--- src/rtl/grid_cursor_pkg.sv ---
// Shared types and helpers for the grid cursor controller: pen encodings,
// auto-repeat FSM states, direction type and the wrap/saturate step rule.
package grid_cursor_pkg;

  localparam logic [1:0] PEN_HOVER = 2'b00;
  localparam logic [1:0] PEN_DRAW  = 2'b01;
  localparam logic [1:0] PEN_ERASE = 2'b10;

  typedef enum logic [1:0] {
    RPT_IDLE   = 2'd0,
    RPT_HOLD   = 2'd1,
    RPT_REPEAT = 2'd2
  } rpt_state_e;

  typedef enum logic [1:0] {
    DIR_NONE = 2'd0,
    DIR_INC  = 2'd1,
    DIR_DEC  = 2'd2
  } dir_e;

  function automatic logic pen_writes(input logic [1:0] mode);
    return (mode == PEN_DRAW) || (mode == PEN_ERASE);
  endfunction

  // One cell move on an axis of `limit` cells, wrapping or saturating at the edges.
  function automatic int unsigned step_coord(input int unsigned pos, input logic dec,
                                             input logic wrap, input int unsigned limit);
    if (dec) begin
      if (pos == 32'd0) return wrap ? (limit - 32'd1) : 32'd0;
      return pos - 32'd1;
    end
    if (pos >= limit - 32'd1) return wrap ? 32'd0 : (limit - 32'd1);
    return pos + 32'd1;
  endfunction

endpackage

--- src/rtl/grid_cursor_if.sv ---
// Cursor position and framebuffer write port of the grid cursor controller.
interface grid_cursor_if #(
  parameter int unsigned X_W = 7,
  parameter int unsigned Y_W = 6
);
  logic [X_W-1:0] cur_x;
  logic [Y_W-1:0] cur_y;
  logic           wr_en;
  logic [X_W-1:0] wr_x;
  logic [Y_W-1:0] wr_y;
  logic           wr_color;

  modport master (output cur_x, cur_y, wr_en, wr_x, wr_y, wr_color);
  modport slave  (input  cur_x, cur_y, wr_en, wr_x, wr_y, wr_color);
endinterface

--- src/rtl/grid_cursor_axis_repeat.sv ---
// Per-axis auto-repeat: first step on press, one after INIT_DELAY clocks,
// then one every REPEAT_DELAY clocks while the same direction is held.
module axis_repeat
  import grid_cursor_pkg::*;
#(
  parameter int unsigned LIMIT        = 80,
  parameter int unsigned INIT_DELAY   = 5_000_000,
  parameter int unsigned REPEAT_DELAY = 1_250_000
) (
  input  logic clk,
  input  logic rst_n,
  input  logic en_i,
  input  logic pos_dec_n,
  input  logic pos_inc_n,
  output logic step_c,
  output logic step_dec_c
);

  localparam int unsigned MAX_DELAY = (INIT_DELAY > REPEAT_DELAY) ? INIT_DELAY : REPEAT_DELAY;
  localparam int unsigned T_W       = (MAX_DELAY > 1) ? $clog2(MAX_DELAY) : 1;

  if (LIMIT < 2 || INIT_DELAY < 1 || REPEAT_DELAY < 1) begin : g_bad_params
    $error("axis_repeat: LIMIT must be >= 2 and both delays >= 1");
  end

  rpt_state_e     state_q, state_d;
  logic [T_W-1:0] timer_q, timer_d;
  dir_e           dir_q, dir_d;
  dir_e           dir_in;

  // Opposing buttons pressed together cancel out.
  always_comb begin : dir_decode
    dir_in = DIR_NONE;
    if (!pos_inc_n && pos_dec_n)      dir_in = DIR_INC;
    else if (!pos_dec_n && pos_inc_n) dir_in = DIR_DEC;
  end

  always_ff @(posedge clk or negedge rst_n) begin : state_reg
    if (!rst_n) begin
      state_q <= RPT_IDLE;
      timer_q <= '0;
      dir_q   <= DIR_NONE;
    end else begin
      state_q <= state_d;
      timer_q <= timer_d;
      dir_q   <= dir_d;
    end
  end

  // A changed direction while holding drops to IDLE, so the new press restarts next cycle.
  always_comb begin : next_state
    state_d = state_q;
    timer_d = timer_q;
    dir_d   = dir_q;
    if (!en_i || dir_in == DIR_NONE) begin
      state_d = RPT_IDLE;
      timer_d = '0;
      dir_d   = DIR_NONE;
    end else begin
      unique case (state_q)
        RPT_IDLE: begin
          state_d = RPT_HOLD;
          timer_d = T_W'(INIT_DELAY - 1);
          dir_d   = dir_in;
        end
        RPT_HOLD, RPT_REPEAT: begin
          if (dir_in != dir_q) begin
            state_d = RPT_IDLE;
            timer_d = '0;
            dir_d   = DIR_NONE;
          end else if (timer_q == '0) begin
            state_d = RPT_REPEAT;
            timer_d = T_W'(REPEAT_DELAY - 1);
          end else begin
            timer_d = timer_q - T_W'(1);
          end
        end
        default: begin
          state_d = RPT_IDLE;
          timer_d = '0;
          dir_d   = DIR_NONE;
        end
      endcase
    end
  end

  always_comb begin : outputs
    step_c     = 1'b0;
    step_dec_c = (dir_in == DIR_DEC);
    if (en_i && dir_in != DIR_NONE) begin
      unique case (state_q)
        RPT_IDLE:             step_c = 1'b1;
        RPT_HOLD, RPT_REPEAT: step_c = (dir_in == dir_q) && (timer_q == '0);
        default:              step_c = 1'b0;
      endcase
    end
  end

endmodule

--- src/rtl/grid_cursor.sv ---
// Whiteboard cursor controller: synchronises the buttons, moves the cursor
// over the grid with per-axis auto-repeat and issues registered pen writes.
module grid_cursor
  import grid_cursor_pkg::*;
#(
  parameter int unsigned GRID_W       = 80,
  parameter int unsigned GRID_H       = 60,
  parameter int unsigned INIT_DELAY   = 5_000_000,
  parameter int unsigned REPEAT_DELAY = 1_250_000
) (
  input  logic       clk,
  input  logic       rst_n,
  input  logic       btn_up_n,
  input  logic       btn_down_n,
  input  logic       btn_left_n,
  input  logic       btn_right_n,
  input  logic       run,
  input  logic [1:0] pen_mode,
  input  logic       wrap_en,
  input  logic       clear,
  grid_cursor_if.master fb
);

  localparam int unsigned X_W = $clog2(GRID_W);
  localparam int unsigned Y_W = $clog2(GRID_H);

  logic [3:0]     sync1_q, sync2_q;  // {up, down, left, right}, active-low
  logic [X_W-1:0] cur_x_q, cur_x_d, wr_x_q;
  logic [Y_W-1:0] cur_y_q, cur_y_d, wr_y_q;
  logic [1:0]     pen_q;
  logic           pend_q, pend_d;
  logic           wr_en_q, wr_en_d;
  logic           wr_color_q;
  logic           axis_en;
  logic           step_x, dec_x, step_y, dec_y;

  assign axis_en = run & ~clear;

  axis_repeat #(
    .LIMIT       (GRID_W),
    .INIT_DELAY  (INIT_DELAY),
    .REPEAT_DELAY(REPEAT_DELAY)
  ) u_axis_x (
    .clk       (clk),
    .rst_n     (rst_n),
    .en_i      (axis_en),
    .pos_dec_n (sync2_q[1]),
    .pos_inc_n (sync2_q[0]),
    .step_c    (step_x),
    .step_dec_c(dec_x)
  );

  axis_repeat #(
    .LIMIT       (GRID_H),
    .INIT_DELAY  (INIT_DELAY),
    .REPEAT_DELAY(REPEAT_DELAY)
  ) u_axis_y (
    .clk       (clk),
    .rst_n     (rst_n),
    .en_i      (axis_en),
    .pos_dec_n (sync2_q[3]),
    .pos_inc_n (sync2_q[2]),
    .step_c    (step_y),
    .step_dec_c(dec_y)
  );

  always_comb begin : pos_next
    cur_x_d = cur_x_q;
    cur_y_d = cur_y_q;
    if (clear) begin
      cur_x_d = '0;
      cur_y_d = '0;
    end else begin
      if (step_x) cur_x_d = X_W'(step_coord(32'(cur_x_q), dec_x, wrap_en, GRID_W));
      if (step_y) cur_y_d = Y_W'(step_coord(32'(cur_y_q), dec_y, wrap_en, GRID_H));
    end
  end

  // A request lands one cycle after the step, so the write carries the moved position.
  always_comb begin : write_next
    pend_d  = axis_en & (step_x | step_y | (~pen_writes(pen_q) & pen_writes(pen_mode)));
    wr_en_d = pend_q & axis_en & pen_writes(pen_mode);
  end

  always_ff @(posedge clk or negedge rst_n) begin : regs
    if (!rst_n) begin
      sync1_q    <= '1;
      sync2_q    <= '1;
      cur_x_q    <= '0;
      cur_y_q    <= '0;
      pen_q      <= PEN_HOVER;
      pend_q     <= 1'b0;
      wr_en_q    <= 1'b0;
      wr_x_q     <= '0;
      wr_y_q     <= '0;
      wr_color_q <= 1'b0;
    end else begin
      sync1_q <= {btn_up_n, btn_down_n, btn_left_n, btn_right_n};
      sync2_q <= sync1_q;
      cur_x_q <= cur_x_d;
      cur_y_q <= cur_y_d;
      pen_q   <= pen_mode;
      pend_q  <= pend_d;
      wr_en_q <= wr_en_d;
      if (wr_en_d) begin
        wr_x_q     <= cur_x_q;
        wr_y_q     <= cur_y_q;
        wr_color_q <= pen_mode[0];
      end
    end
  end

  assign fb.cur_x    = cur_x_q;
  assign fb.cur_y    = cur_y_q;
  assign fb.wr_en    = wr_en_q;
  assign fb.wr_x     = wr_x_q;
  assign fb.wr_y     = wr_y_q;
  assign fb.wr_color = wr_color_q;

endmodule

--- src/flat_wrapper.sv ---
// flat-port wrapper written by rule: the top's interface ports become plain ports
module grid_cursor_flat import grid_cursor_pkg::*;
#(
  parameter int unsigned GRID_W       = 80,
  parameter int unsigned GRID_H       = 60,
  parameter int unsigned INIT_DELAY   = 5_000_000,
  parameter int unsigned REPEAT_DELAY = 1_250_000
)
  (clk, rst_n, btn_up_n, btn_down_n, btn_left_n, btn_right_n, run, pen_mode, wrap_en, clear, fb_cur_x, fb_cur_y, fb_wr_en, fb_wr_x, fb_wr_y, fb_wr_color);
  grid_cursor_if #(.X_W(($clog2((80)))), .Y_W(($clog2((60))))) fb_i ();
  input  logic clk;
  input  logic rst_n;
  input  logic btn_up_n;
  input  logic btn_down_n;
  input  logic btn_left_n;
  input  logic btn_right_n;
  input  logic run;
  input  logic [1:0] pen_mode;
  input  logic wrap_en;
  input  logic clear;
  output wire logic [$bits(fb_i.cur_x)-1:0] fb_cur_x;
  output wire logic [$bits(fb_i.cur_y)-1:0] fb_cur_y;
  output wire logic [$bits(fb_i.wr_en)-1:0] fb_wr_en;
  output wire logic [$bits(fb_i.wr_x)-1:0] fb_wr_x;
  output wire logic [$bits(fb_i.wr_y)-1:0] fb_wr_y;
  output wire logic [$bits(fb_i.wr_color)-1:0] fb_wr_color;
  assign fb_cur_x = fb_i.cur_x;
  assign fb_cur_y = fb_i.cur_y;
  assign fb_wr_en = fb_i.wr_en;
  assign fb_wr_x = fb_i.wr_x;
  assign fb_wr_y = fb_i.wr_y;
  assign fb_wr_color = fb_i.wr_color;
  grid_cursor #(.GRID_W(GRID_W), .GRID_H(GRID_H), .INIT_DELAY(INIT_DELAY), .REPEAT_DELAY(REPEAT_DELAY)) u_core (.clk(clk), .rst_n(rst_n), .btn_up_n(btn_up_n), .btn_down_n(btn_down_n), .btn_left_n(btn_left_n), .btn_right_n(btn_right_n), .run(run), .pen_mode(pen_mode), .wrap_en(wrap_en), .clear(clear), .fb(fb_i));
endmodule
--- config.mk ---
export PLATFORM = sky130hd
export DESIGN_NAME = grid_cursor_flat
export DESIGN_NICKNAME = d
export VERILOG_FILES = /design/src/rtl/grid_cursor_pkg.sv /design/src/rtl/grid_cursor_if.sv /design/src/rtl/grid_cursor_axis_repeat.sv /design/src/rtl/grid_cursor.sv /design/src/flat_wrapper.sv
export SDC_FILE = /design/constraint.sdc
export NUM_CORES = 1
export LEC_CHECK = 0
export BUFFER_PORTS_ARGS = -buffer_cell sky130_fd_sc_hd__buf_2
export CORE_UTILIZATION = 25
export CTS_CLUSTER_DIAMETER = 50
export DETAILED_ROUTE_END_ITERATION = 6
export GPL_TIMING_DRIVEN = 1
export SLEW_MARGIN = 15
export SYNTH_ARGS = -nofsm -noshare
export SYNTH_HDL_FRONTEND = slang
export SYNTH_HIERARCHICAL = 1
export SYNTH_SLANG_ARGS = --single-unit
--- constraint.sdc ---
create_clock -name clk -period 7.45 [get_ports clk]
set_input_delay 0.745 -clock clk [delete_from_list [all_inputs] [get_ports clk]]
set_output_delay 0.745 -clock clk [all_outputs]
set_load 0.01 [all_outputs]
==> impl_metrics.yaml <==
run_status:
  status: "completed"
yosys:
  synth_top_cell_area_share: 0.393
  synth_mux_area_frac: 0.0403
  synth_compound_area_frac: 0.172
  synth_edf_count: 0
  yosysUniqueCellTypes: 74
  synth_warnings: 6
  netlist_area_sq_um: 5410
  synth_fa_ha_area_frac: 0.0486
  syn-mean-instance-area_sq_um: 10.1
  synthArstFlopShare: 1.00
  synth-seq-cells: 93
  ys_seq_area_frac: 0.432
  synth_area_leaders: "dfrtp_1 (39%), ha_1 (4.9%), dfstp_2 (3.9%)"
  synth_top_flop_cell: "dfrtp_1"
  synth-xor-area-share: 0.0551
  postSynthCellCount: 535
  synth.most_common_cell: "dfrtp_1"
  synth_common_cells: "dfrtp_1 (85), a21oi_1 (30), o21ai_0 (29)"
  syn-num-nets: 567
  synth_top_family_by_area: "simple AND/OR/NAND/NOR gates"
  synthSimpleGateAreaFrac: 0.203
  yosysTopAreaCell: "dfrtp_1"
routing:
  top_layer: "met4"
  via_per_inst: 5.04
  drc: 0
  detail-route-antenna-nets: 0
  drt_iter0_drc: 234
  wl_met3_um: 507
  drt_wl_total_um: 11800
  dr.pass1.iters: 5
  wl_met2_um: 5450
  m1WireLength_um: 5660
  drt-wirelength-per-cell_um: 14.1
  vias: 4200
floorplanning:
  dieArea_sq_um: 22200
  core_sq_um: 21100
  rows: 53
  die_y_um: 149
  io_pins: 39
  start_util: 0.256
  fp.dieW_um: 149
timing:
  fin_crit_ns: 3.56
  rsz0062_at_grt: "no"
  hold_viol: 0
  finalSetupTns_ns: 0
  worstMarginPinSlew_ns: 1.04
  max_freq_mhz: 281
  fin_skew_ns: 0.00871
  period_share: 0.477
  setup_violations: 0
  relSlewSlack: 0.301
  slew_viol_final: 0
setup_path:
  cp-end-kind: "register"
  cp.arrival_ns: 3.77
  worstSetupPathType: "register to register"
  crit_required_ns: 7.67
  start_kind: "register"
  worstPathMaxFanout: 12
placed_design:
  place_congestion: 0.845
  dp_cells: 818
  dpl_cell_area_sq_um: 5800
  portBuffers: 38
  hpwlAfterDp_um: 7740
clock_network:
  clock_sinks: 93
  cts_tree: "done"
  hold_buffers: 0
  postCtsSetupBuffers: 0
  htreeDepth: 3
  cts-root-buf: "clkbuf_16"
  cts_buffer_depth: 2
  worst_skew_pair.late_latency_ns: 0.35
  cts_buffers: 9
  clkSlewWorstSetupHoldPaths_ns: 0.06
  cts_resized: 0
cells_and_area:
  syn_to_final_growth_pct: 12.7
  fin_cells: 834
  seqCellArea_sq_um: 2340
  drive_gt1_frac: 0.190
  design_area_sq_um: 6090
  multi_input_area_sq_um: 2810
  fill_cells: 2214
  n_antenna_cell: 0
  fin_nets: 586
pwr:
  fin_total_pwr_mw: 1.24
  power.leakage_nw: 2.72
  peakVddDrop_v: 0.000108
  powerDensity_nw_per_um2: 204
global_route:
  antenna_found_initial: 0
  grtUsageTotal: 0.113
  overflow: 0
  grt_pass1_wl_um: 20500
  grt_pass1_vias: 3997
  grt_start_max_net_pins: 51
flow_run:
  max_cap_viol_count: 0
hold_path:
  hold_path_class: "register to register"
-- layout make-up --
class                      instances  share of cell area
clock inverter                     1             0.00493
multi-input combinational        384               0.460
sequential                        93               0.383
tap                              275              0.0565
timing repair buffer              41              0.0353
clock buffer                      15              0.0439
inverter                          25              0.0154
-- power breakdown --
part	total, mW	internal (mW)	switching, mW	leakage (nW)
Combinational	0.228	0.0901	0.138	1.33
Clock	0.465	0.279	0.186	0.144
Sequential	0.548	0.526	0.0220	1.25
-- critical path: stages (launching register included) --
cell and delay [ns]:
dfrtp_1 0.43, nor4_2 0.78, and4_1 0.62, nand2_2 0.18, o21ai_0 0.85, o21ai_0 0.21
a211oi_1 0.28, a211oi_1 0.07
-- layout by cell type (no fill, tap or decap), drive strengths merged, types with 4 or more instances in the layout --
| cell | count |
|---|---|
| and2 | 4 |
| nor4 | 14 |
| o31ai | 7 |
| buf | 41 |
| nand3 | 14 |
| o21ai | 37 |
| nor2b | 5 |
| nor3b | 6 |
| a31oi | 11 |
| inv | 25 |
| nand4b | 4 |
| a211oi | 4 |
| a21oi | 30 |
| clkbuf | 15 |
| xnor2 | 12 |
| mux2 | 14 |
| o31a | 7 |
| nand4 | 14 |
| nor4b | 4 |
| nand2 | 22 |
| nand2b | 7 |
| dfstp | 8 |
| a21boi | 4 |
| dfrtp | 85 |
| mux2i | 6 |
| xor2 | 22 |
| nor3 | 14 |
| ha | 21 |
| nor2 | 27 |
| a22oi | 6 |
| or3 | 10 |
| and3 | 6 |
| or4 | 9 |
-- stage by stage --
step	setup WS (ns)	utilization	hold WS, ns
finish	3.89	0.289	0.355
floorplan	4.65	-	0.345
CTS	3.92	0.289	0.353
global placement	3.78	0.275	0.346
global route	3.48	0.289	0.359
detailed placement	3.64	0.275	0.347
-- flip-flops by register name, indices dropped and copies added, names as in the netlist --
signal and cells:
u_core/fb.cur_x 7, u_core/fb.cur_y 6, u_core/fb.wr_color 1, u_core/fb.wr_en 1, u_core/fb.wr_x 7, u_core/fb.wr_y 6, u_core/pen_q 2, u_core/pend_q 1
u_core/sync1_q 4, u_core/sync2_q 4, u_core/u_axis_x/dir_q 2, u_core/u_axis_x/state_q 2, u_core/u_axis_x/timer_q 23, u_core/u_axis_y/dir_q 2, u_core/u_axis_y/state_q 2, u_core/u_axis_y/timer_q 23
-- cells by family (layout without fill, tap and decap cells) --
kind of cell	count (synthesis)	after routing
and+or+nand+nor	172	172
muxes	20	20
AOI/OAI and AO/OA	137	137
xor gates and xnor gates	34	34
adders and majority gates	21	21
buffers and inverters	58	82
DFF	93	93
-- layer usage --
layer / vias to the layer above / track usage
met2: 121 / 0.171
met3: 12 / 0.0174
li1: 2019 / -
met4: 0 / 0.0505
met1: 2048 / 0.159
met5: - / 0
-- worst paths after layout --
path / to / start / cells past startpoint / slack [ns]
min in group asynchronous: u_core/fb.wr_y[1] / rst_n / 1 / 0.42
setup reg to reg: u_core/fb.cur_x[4] / u_core/u_axis_x/timer_q[3] / 7 / 3.89
hold reg to reg: u_core/sync2_q[1] / u_core/sync1_q[1] / 0 / 0.36
setup / recovery: u_core/fb.cur_x[4] / u_core/u_axis_x/timer_q[3] / 7 / 3.89
max in group asynchronous: u_core/sync1_q[1] / rst_n / 2 / 6.01
hold / removal: u_core/sync2_q[1] / u_core/sync1_q[1] / 0 / 0.36
Power figures use the tool's default switching activity.
